===== src/rtl/eth_rgmii_rx_mr_if.sv =====
// Frame-side bus of the multi-rate RGMII receive framer: byte stream plus
// per-frame status, driven by the framer (master) into the MAC rx FIFO (slave).
interface eth_rgmii_rx_mr_if #(
    parameter int CNT_WIDTH = 16
);
    logic [7:0]           data;
    logic                 valid;
    logic                 sop;
    logic                 eop;
    logic                 crc_ok;
    logic                 len_err;
    logic                 err;
    logic [CNT_WIDTH-1:0] frame_len;

    modport master (
        output data, valid, sop, eop, crc_ok, len_err, err, frame_len
    );

    modport slave (
        input data, valid, sop, eop, crc_ok, len_err, err, frame_len
    );
endinterface


===== src/rtl/eth_rgmii_rx_mr.sv =====
// Multi-rate (10/100/1000) RGMII receive framer: preamble/SFD detection, nibble
// assembly, CRC-32 residue and length checks, optional FCS strip, in-band link status.
module eth_rgmii_rx_mr #(
    parameter int MIN_LEN       = 64,
    parameter int MAX_LEN       = 1518,
    parameter int CNT_WIDTH     = 16,
    parameter int STRIP_FCS     = 0,
    parameter int INBAND_STATUS = 1
) (
    input  logic                rx_clk,
    input  logic                rst_n,
    input  logic [1:0]          speed,
    input  logic                rx_dv,
    input  logic                rx_err,
    input  logic [7:0]          rx_data,
    eth_rgmii_rx_mr_if.master   rx_out,
    output logic                link_up,
    output logic [1:0]          link_speed,
    output logic                link_fdx
);
    typedef enum logic [2:0] {
        ST_RESYNC   = 3'd0,
        ST_IDLE     = 3'd1,
        ST_PREAMBLE = 3'd2,
        ST_PACKET   = 3'd3,
        ST_DROP     = 3'd4
    } state_t;

    localparam logic [31:0]          CRC_RESIDUE = 32'hDEBB20E3;
    localparam logic [CNT_WIDTH-1:0] MIN_LEN_C   = CNT_WIDTH'(MIN_LEN);
    localparam logic [CNT_WIDTH-1:0] MAX_LEN_C   = CNT_WIDTH'(MAX_LEN);
    localparam logic [CNT_WIDTH-1:0] CNT_MAX     = {CNT_WIDTH{1'b1}};
    localparam logic [CNT_WIDTH-1:0] CNT_ONE     = {{(CNT_WIDTH-1){1'b0}}, 1'b1};

    // Reflected Ethernet CRC-32 over one byte, LSB first, no final inversion.
    function automatic logic [31:0] crc32_byte(input logic [31:0] crc, input logic [7:0] d);
        logic [31:0] c;
        c = crc;
        for (int i = 0; i < 8; i++) begin
            if ((c[0] ^ d[i]) == 1'b1) begin
                c = (c >> 1) ^ 32'hEDB88320;
            end else begin
                c = c >> 1;
            end
        end
        return c;
    endfunction

    state_t               state_q, state_d;
    logic                 mode_q, mode_d;          // 1 = nibble mode (10/100)
    logic                 nib_have_q, nib_have_d;
    logic [3:0]           nib_lo_q, nib_lo_d;
    logic [31:0]          crc_q, crc_d;
    logic [CNT_WIDTH-1:0] cnt_q, cnt_d;
    logic                 err_q, err_d;
    logic [3:0][7:0]      dl_q, dl_d;
    logic [2:0]           dl_cnt_q, dl_cnt_d;
    logic [7:0]           data_q, data_d;
    logic                 valid_q, valid_d;
    logic                 sop_q, sop_d;
    logic                 eop_q, eop_d;
    logic                 crc_ok_q, crc_ok_d;
    logic                 len_err_q, len_err_d;
    logic                 err_out_q, err_out_d;
    logic [CNT_WIDTH-1:0] frame_len_q, frame_len_d;
    logic                 link_up_q, link_up_d;
    logic [1:0]           link_speed_q, link_speed_d;
    logic                 link_fdx_q, link_fdx_d;
    logic                 speed_nib_s;
    logic                 byte_done_s;
    logic [7:0]           byte_s;

    assign speed_nib_s = (speed == 2'b00) || (speed == 2'b01);

    // Next-state, byte assembly and output computation.
    always_comb begin
        state_d      = state_q;
        mode_d       = mode_q;
        nib_have_d   = nib_have_q;
        nib_lo_d     = nib_lo_q;
        crc_d        = crc_q;
        cnt_d        = cnt_q;
        err_d        = err_q;
        dl_d         = dl_q;
        dl_cnt_d     = dl_cnt_q;
        data_d       = data_q;
        valid_d      = 1'b0;
        sop_d        = 1'b0;
        eop_d        = 1'b0;
        crc_ok_d     = crc_ok_q;
        len_err_d    = len_err_q;
        err_out_d    = err_out_q;
        frame_len_d  = frame_len_q;
        link_up_d    = link_up_q;
        link_speed_d = link_speed_q;
        link_fdx_d   = link_fdx_q;
        byte_done_s  = 1'b0;
        byte_s       = 8'h00;

        case (state_q)
            ST_RESYNC, ST_DROP: begin
                if (!rx_dv) begin
                    state_d = ST_IDLE;
                end else begin
                    state_d = state_q;
                end
            end
            ST_IDLE: begin
                if (rx_dv) begin
                    if (speed_nib_s ? (rx_data[3:0] == 4'h5) : (rx_data == 8'h55)) begin
                        state_d    = ST_PREAMBLE;
                        sop_d      = 1'b1;
                        crc_d      = 32'hFFFFFFFF;
                        cnt_d      = {CNT_WIDTH{1'b0}};
                        err_d      = 1'b0;
                        nib_have_d = 1'b0;
                        dl_cnt_d   = 3'd0;
                        mode_d     = speed_nib_s;
                    end else begin
                        state_d = ST_DROP;
                    end
                end else if (!rx_err && (INBAND_STATUS != 0)) begin
                    link_up_d    = rx_data[0];
                    link_speed_d = rx_data[2:1];
                    link_fdx_d   = rx_data[3];
                end else begin
                    state_d = ST_IDLE;
                end
            end
            ST_PREAMBLE: begin
                if (!rx_dv) begin
                    state_d = ST_IDLE;
                end else if (mode_q ? (rx_data[3:0] == 4'h5) : (rx_data == 8'h55)) begin
                    state_d = ST_PREAMBLE;
                end else if (mode_q ? (rx_data[3:0] == 4'hD) : (rx_data == 8'hD5)) begin
                    state_d = ST_PACKET;
                end else begin
                    state_d = ST_DROP;
                end
            end
            ST_PACKET: begin
                if (rx_dv) begin
                    err_d = err_q | rx_err;
                    if (!mode_q) begin
                        byte_s      = rx_data;
                        byte_done_s = 1'b1;
                    end else if (nib_have_q) begin
                        byte_s      = {rx_data[3:0], nib_lo_q};
                        byte_done_s = 1'b1;
                        nib_have_d  = 1'b0;
                    end else begin
                        nib_lo_d   = rx_data[3:0];
                        nib_have_d = 1'b1;
                    end
                end else begin
                    // A dangling low nibble is dropped but flagged as an error.
                    eop_d       = 1'b1;
                    crc_ok_d    = (crc_q == CRC_RESIDUE);
                    len_err_d   = (cnt_q < MIN_LEN_C) || (cnt_q > MAX_LEN_C);
                    err_out_d   = err_q | nib_have_q;
                    frame_len_d = cnt_q;
                    nib_have_d  = 1'b0;
                    state_d     = ST_IDLE;
                end
            end
            default: begin
                state_d = ST_RESYNC;
            end
        endcase

        if (byte_done_s) begin
            crc_d = crc32_byte(crc_q, byte_s);
            cnt_d = (cnt_q == CNT_MAX) ? cnt_q : (cnt_q + CNT_ONE);
            if (STRIP_FCS != 0) begin
                // Bytes still in the delay line at eop are the FCS and are never shown.
                dl_d = {dl_q[2:0], byte_s};
                if (dl_cnt_q == 3'd4) begin
                    data_d  = dl_q[3];
                    valid_d = 1'b1;
                end else begin
                    dl_cnt_d = dl_cnt_q + 3'd1;
                end
            end else begin
                data_d  = byte_s;
                valid_d = 1'b1;
            end
        end else begin
            valid_d = 1'b0;
        end
    end

    // State and output registers with synchronous active-low reset.
    always_ff @(posedge rx_clk) begin
        if (!rst_n) begin
            state_q      <= ST_RESYNC;
            mode_q       <= 1'b0;
            nib_have_q   <= 1'b0;
            nib_lo_q     <= 4'h0;
            crc_q        <= 32'hFFFFFFFF;
            cnt_q        <= {CNT_WIDTH{1'b0}};
            err_q        <= 1'b0;
            dl_q         <= 32'h00000000;
            dl_cnt_q     <= 3'd0;
            data_q       <= 8'h00;
            valid_q      <= 1'b0;
            sop_q        <= 1'b0;
            eop_q        <= 1'b0;
            crc_ok_q     <= 1'b0;
            len_err_q    <= 1'b0;
            err_out_q    <= 1'b0;
            frame_len_q  <= {CNT_WIDTH{1'b0}};
            link_up_q    <= 1'b0;
            link_speed_q <= 2'b00;
            link_fdx_q   <= 1'b0;
        end else begin
            state_q      <= state_d;
            mode_q       <= mode_d;
            nib_have_q   <= nib_have_d;
            nib_lo_q     <= nib_lo_d;
            crc_q        <= crc_d;
            cnt_q        <= cnt_d;
            err_q        <= err_d;
            dl_q         <= dl_d;
            dl_cnt_q     <= dl_cnt_d;
            data_q       <= data_d;
            valid_q      <= valid_d;
            sop_q        <= sop_d;
            eop_q        <= eop_d;
            crc_ok_q     <= crc_ok_d;
            len_err_q    <= len_err_d;
            err_out_q    <= err_out_d;
            frame_len_q  <= frame_len_d;
            link_up_q    <= link_up_d;
            link_speed_q <= link_speed_d;
            link_fdx_q   <= link_fdx_d;
        end
    end

    assign rx_out.data      = data_q;
    assign rx_out.valid     = valid_q;
    assign rx_out.sop       = sop_q;
    assign rx_out.eop       = eop_q;
    assign rx_out.crc_ok    = crc_ok_q;
    assign rx_out.len_err   = len_err_q;
    assign rx_out.err       = err_out_q;
    assign rx_out.frame_len = frame_len_q;
    assign link_up          = link_up_q;
    assign link_speed       = link_speed_q;
    assign link_fdx         = link_fdx_q;
endmodule


===== src/flat_wrapper.sv =====
// flat-port wrapper written by rule: the top's interface ports become plain ports
module eth_rgmii_rx_mr_flat 
#(
    parameter int MIN_LEN       = 64,
    parameter int MAX_LEN       = 1518,
    parameter int CNT_WIDTH     = 16,
    parameter int STRIP_FCS     = 0,
    parameter int INBAND_STATUS = 1
)
  (rx_clk, rst_n, speed, rx_dv, rx_err, rx_data, link_up, link_speed, link_fdx, rx_out_data, rx_out_valid, rx_out_sop, rx_out_eop, rx_out_crc_ok, rx_out_len_err, rx_out_err, rx_out_frame_len);
  eth_rgmii_rx_mr_if #(.CNT_WIDTH(CNT_WIDTH)) rx_out_i ();
  input  logic rx_clk;
  input  logic rst_n;
  input  logic [1:0] speed;
  input  logic rx_dv;
  input  logic rx_err;
  input  logic [7:0] rx_data;
  output logic link_up;
  output logic [1:0] link_speed;
  output logic link_fdx;
  output wire logic [$bits(rx_out_i.data)-1:0] rx_out_data;
  output wire logic [$bits(rx_out_i.valid)-1:0] rx_out_valid;
  output wire logic [$bits(rx_out_i.sop)-1:0] rx_out_sop;
  output wire logic [$bits(rx_out_i.eop)-1:0] rx_out_eop;
  output wire logic [$bits(rx_out_i.crc_ok)-1:0] rx_out_crc_ok;
  output wire logic [$bits(rx_out_i.len_err)-1:0] rx_out_len_err;
  output wire logic [$bits(rx_out_i.err)-1:0] rx_out_err;
  output wire logic [$bits(rx_out_i.frame_len)-1:0] rx_out_frame_len;
  assign rx_out_data = rx_out_i.data;
  assign rx_out_valid = rx_out_i.valid;
  assign rx_out_sop = rx_out_i.sop;
  assign rx_out_eop = rx_out_i.eop;
  assign rx_out_crc_ok = rx_out_i.crc_ok;
  assign rx_out_len_err = rx_out_i.len_err;
  assign rx_out_err = rx_out_i.err;
  assign rx_out_frame_len = rx_out_i.frame_len;
  eth_rgmii_rx_mr #(.MIN_LEN(MIN_LEN), .MAX_LEN(MAX_LEN), .CNT_WIDTH(CNT_WIDTH), .STRIP_FCS(STRIP_FCS), .INBAND_STATUS(INBAND_STATUS)) u_core (.rx_clk(rx_clk), .rst_n(rst_n), .speed(speed), .rx_dv(rx_dv), .rx_err(rx_err), .rx_data(rx_data), .rx_out(rx_out_i), .link_up(link_up), .link_speed(link_speed), .link_fdx(link_fdx));
endmodule

===== config.mk =====
export PLATFORM = sky130hd
export DESIGN_NAME = eth_rgmii_rx_mr_flat
export DESIGN_NICKNAME = d
export VERILOG_FILES = /design/src/rtl/eth_rgmii_rx_mr_if.sv /design/src/rtl/eth_rgmii_rx_mr.sv /design/src/flat_wrapper.sv
export SDC_FILE = /design/constraint.sdc
export NUM_CORES = 1
export LEC_CHECK = 0
export CORE_ASPECT_RATIO = 0.6
export CORE_MARGIN = 3
export CORE_UTILIZATION = 50
export DETAILED_ROUTE_END_ITERATION = 10
export PLACE_DENSITY = 0.74
export SLEW_MARGIN = 10
export SYNTH_ARGS = -nofsm -noshare
export SYNTH_HDL_FRONTEND = slang
export SYNTH_SLANG_ARGS = --single-unit

===== constraint.sdc =====
create_clock -name rx_clk -period 1.9 [get_ports rx_clk]
set_input_delay 0.38 -clock rx_clk [delete_from_list [all_inputs] [get_ports rx_clk]]
set_output_delay 0.38 -clock rx_clk [all_outputs]
set_load 0.03 [all_outputs]

==> results.yml <==
status:
  status: "finished with violations"
  violations: "setup timing"
min_path:
  hold_depth: 2
  worstHoldStart: "rst_n"
  holdCritPathClass: "in -> reg"
  hold_end: "u_core.crc_q[0]"
logic_synthesis:
  post_synth_most_frequent_cells: "92 x dfxtp_1, 71 x nand2_1, 52 x xnor2_1"
  yosysMostFrequentCell: "dfxtp_1"
  seq_area_frac_synth_pct: 36.4
  synth-edff-count: 0
  yosysUniqueCellTypes: 65
  ys_ff_latch: 92
  synth_top_cell_by_area: "dfxtp_1"
  synth_area_sq_um: 5060
  syn_avg_cell_area_sq_um: 9.16
  synthTopCellsByArea: "dfxtp_1 36%, xnor2_1 9.0%, nand2_1 5.3%"
  synthFlopType: "dfxtp_1"
  yosysWarningCount: 0
  async_flop_share_pct: 0
  yosys.area.top_type_share_pct: 36.4
  synth_cells: 553
  syn_nets: 568
power_and_ir_drop:
  cellPowerDensity_nw_per_um2: 553
  p_comb_share_pct: 6.5
  p_int_mw: 3.10
  pwr-share-seq_pct: 47.4
  switching_share_pct: 23.9
  switchingPower_mw: 0.972
  total_power_mw: 4.07
  max-vdd-ir-drop_uv: 392
  p_leak_nw: 2.86
  pwr-share-clk_pct: 46.1
place:
  dp_slack_ns: -0.739
  place_area_sq_um: 6420
  place_congestion: 0.965
  port_buffers: 46
  numPlacedInstances: 791
  hpwlAfterDp_mm: 10.7
layout:
  fin_cells: 829
  fin_nets: 709
  layout-drive-gt1-share_pct: 33.0
  area_growth_pct: 45.3
  fin_util_pct: 77.5
  final_area_sq_um: 7360
  filler_cell_count: 583
  num_antenna_cells: 0
sta:
  finalCritPeriodShare_pct: 111
  finalMaxSlewViolations: 0
  rsz0062_at_grt: "yes"
  tns_ns: -2.52
  setup_ws_ns: -0.212
  hold_ws_ns: 0.321
  fmax_mhz: 474
  finalClockSkew_ns: 0.00466
  slew_headroom_pct: 56.8
  setup_viol: 30
  worstMarginPinSlew_ns: 0.642
  hold_viol_final: 0
  fin_crit_ns: 2.11
worst_setup_path:
  startpoint_type: "flop"
  criticalPathCategory: "reg -> reg"
  path_cells: "buf_8 -> buf_4 -> nand2b_4 -> buf_4 -> a21oi_2 -> xor2_1 -> xnor2_1 -> and3_1 -> o31ai_2"
  reg2reg_depth: 9
  cp.arrival_ns: 2.36
  r2r_slack_ns: -0.21
  max_stage_delay_ns: 0.38
  reg2reg_from: "u_core.mode_q"
  path_common_cell: "buf_4"
  path_max_fanout: 6
  cp.required_ns: 2.15
  cpMaxStageDelayCell: "dfxtp_4"
  r2r_end: "u_core.crc_q[25]"
  cp-end-kind: "flop"
clock_tree:
  cts_tree: "yes"
  cts_root_buf: "clkbuf_16"
  clock_sinks: 92
  clkTransAtPathRegs_ns: 0.07
  cts_buffers: 9
  cts_htree_levels: 3
  clk_latency_ns: 0.34
  holdBufCountCts: 0
  clk_path_buf_depth: 2
grt:
  globalRouteMet3Util_pct: 6.39
  met1_usage_pct: 39.1
  gr-max-usage-layer: "met2"
  grt_overflow_total: 0
  grt_usage_pct: 26.6
  grt_use_met2_pct: 39.6
  grt_pass1_vias: 4428
  grt_first_pass_wirelength_mm: 23.6
  antenna_found_initial: 0
  grt_start_max_net_pins: 34
drt:
  vias: 4799
  dr.pass1.iters: 6
  drc: 0
  drt_wl_total_mm: 15.8
  wire_per_inst_microns: 19.1
  drtIter0Drc: 507
  ant_nets: 0
  viasPerCell: 5.79
floorplanning:
  die_y_microns: 84.0
  start_util_pct: 53.4
  rows: 27
  ios: 48
  die-area_sq_um: 11400
  core_sq_um: 9490
  die_w_microns: 136
flow_run:
  maxCapViolCount: 0
==> power groups by stage <==
stage / Sequential (mW) / Clock [mW] / Combinational, mW
finish: 1.93 / 1.88 / 0.263
global route: 1.93 / 1.98 / 0.277
CTS: 1.93 / 1.91 / 0.231
detailed placement: 1.98 / 0 / 0.228
global placement: 1.98 / 0 / 0.224
floorplan: 1.98 / 0 / 0.126
==> cells in the final DEF (no fill, tap or decap), types with 6 or more instances in the layout <==
cell             Yosys  layout
a21oi_2              4       6
a21oi_1             28      23
nand3_1             15      12
nand2_1             71      68
nor3_1               9       8
nor4_1               6       6
o21ai_0             14      12
xor2_1              16      12
buf_4                8      94
o22ai_1             17      13
dfxtp_1             92      87
nor2_1              39      37
xnor3_1              7       7
xnor2_2              8      18
buf_12               0       9
xnor2_1             52      38
a31oi_1              6       6
dlygate4sd2_1        0       7
clkbuf_16            0       9
inv_1                7       6
nor2b_1              9       8
a21boi_0            16      16
clkdlybuf4s50_1      0      36
nand2b_1             9       6
buf_6                2      15
xnor2_4              5       9
and2_1               8       7
==> sequential cells by signal, indices dropped and copies added, names as in the netlist <==
register and cells:
u_core.rx_out.valid 1, u_core.rx_out.eop 1, u_core.rx_out.frame_len 16, u_core.rx_out.crc_ok 1, u_core.rx_out.err 1, u_core.link_fdx 1, u_core.nib_lo_q 4, u_core.nib_have_q 1
u_core.rx_out.data 8, u_core.mode_q 1, u_core.link_speed 2, u_core.cnt_q 16, u_core.err_q 1, u_core.rx_out.sop 1, u_core.crc_q 32, u_core.link_up 1
u_core.rx_out.len_err 1, u_core.state_q 3
==> critical path, delay by kind of cell, from the launching register on <==
family                    cells  cell delay, ns
AOI/OAI and AO/OA             2            0.39
buffers and inverters         3            0.42
and+or+nand+nor               2            0.35
DFF                           1            0.38
xor gates and xnor gates      2            0.49
==> layer usage <==
metal / routed length (microns) / part of all wire, % / up-vias
met5: 0 / 0 / -
met4: 276 / 1.7 / 0
met3: 1800 / 11 / 35
met2: 6920 / 44 / 308
met1: 6820 / 43 / 2263
li1: - / - / 2193
==> kinds of logic (layout without fill, tap and decap cells) <==
group / Yosys count / after routing / share of synthesized area [%]
simple gates: 207 / 207 / 21.3
flops: 92 / 92 / 36.4
fa+ha+maj: 1 / 1 / 0.247
compound gates: 112 / 112 / 15.4
buf+inv: 45 / 191 / 4.37
xor+xnor: 91 / 91 / 21.3
mux: 5 / 5 / 0.988
==> timing repair <==
action,in CTS,in global routing
setup endpoints to repair,57,51
pin swaps,30,35
gates resized for setup,32,67
buffers inserted,14,9
==> how the worst max path moves through the flow <==
stage             startpoint          endpoint  slack (ns)  depth (start not counted)
4_1_cts        u_core.mode_q  u_core.crc_q[23]       -0.14                          9
6_report       u_core.mode_q  u_core.crc_q[25]       -0.21                          9
5_1_grt        u_core.mode_q  u_core.crc_q[25]       -0.25                          9
2_1_floorplan          rx_dv  u_core.crc_q[14]       -0.03                          9
3_5_place_dp      rx_data[3]  u_core.crc_q[25]       -0.74                          9
3_3_place_gp      rx_data[3]  u_core.crc_q[25]       -0.66                          9
==> cell type report <==
| class | instances | area [sq um] | share of cell area, % |
|---|---|---|---|
| well taps | 130 | 163 | 2.21 |
| multi-input cells | 416 | 3460 | 47.0 |
| clock inverters | 7 | 88.8 | 1.21 |
| repair buffers | 166 | 1530 | 20.8 |
| clock buffers | 9 | 225 | 3.06 |
| inverters | 9 | 33.8 | 0.459 |
| flip-flops and latches | 92 | 1860 | 25.2 |
Power figures use the tool's default switching activity.
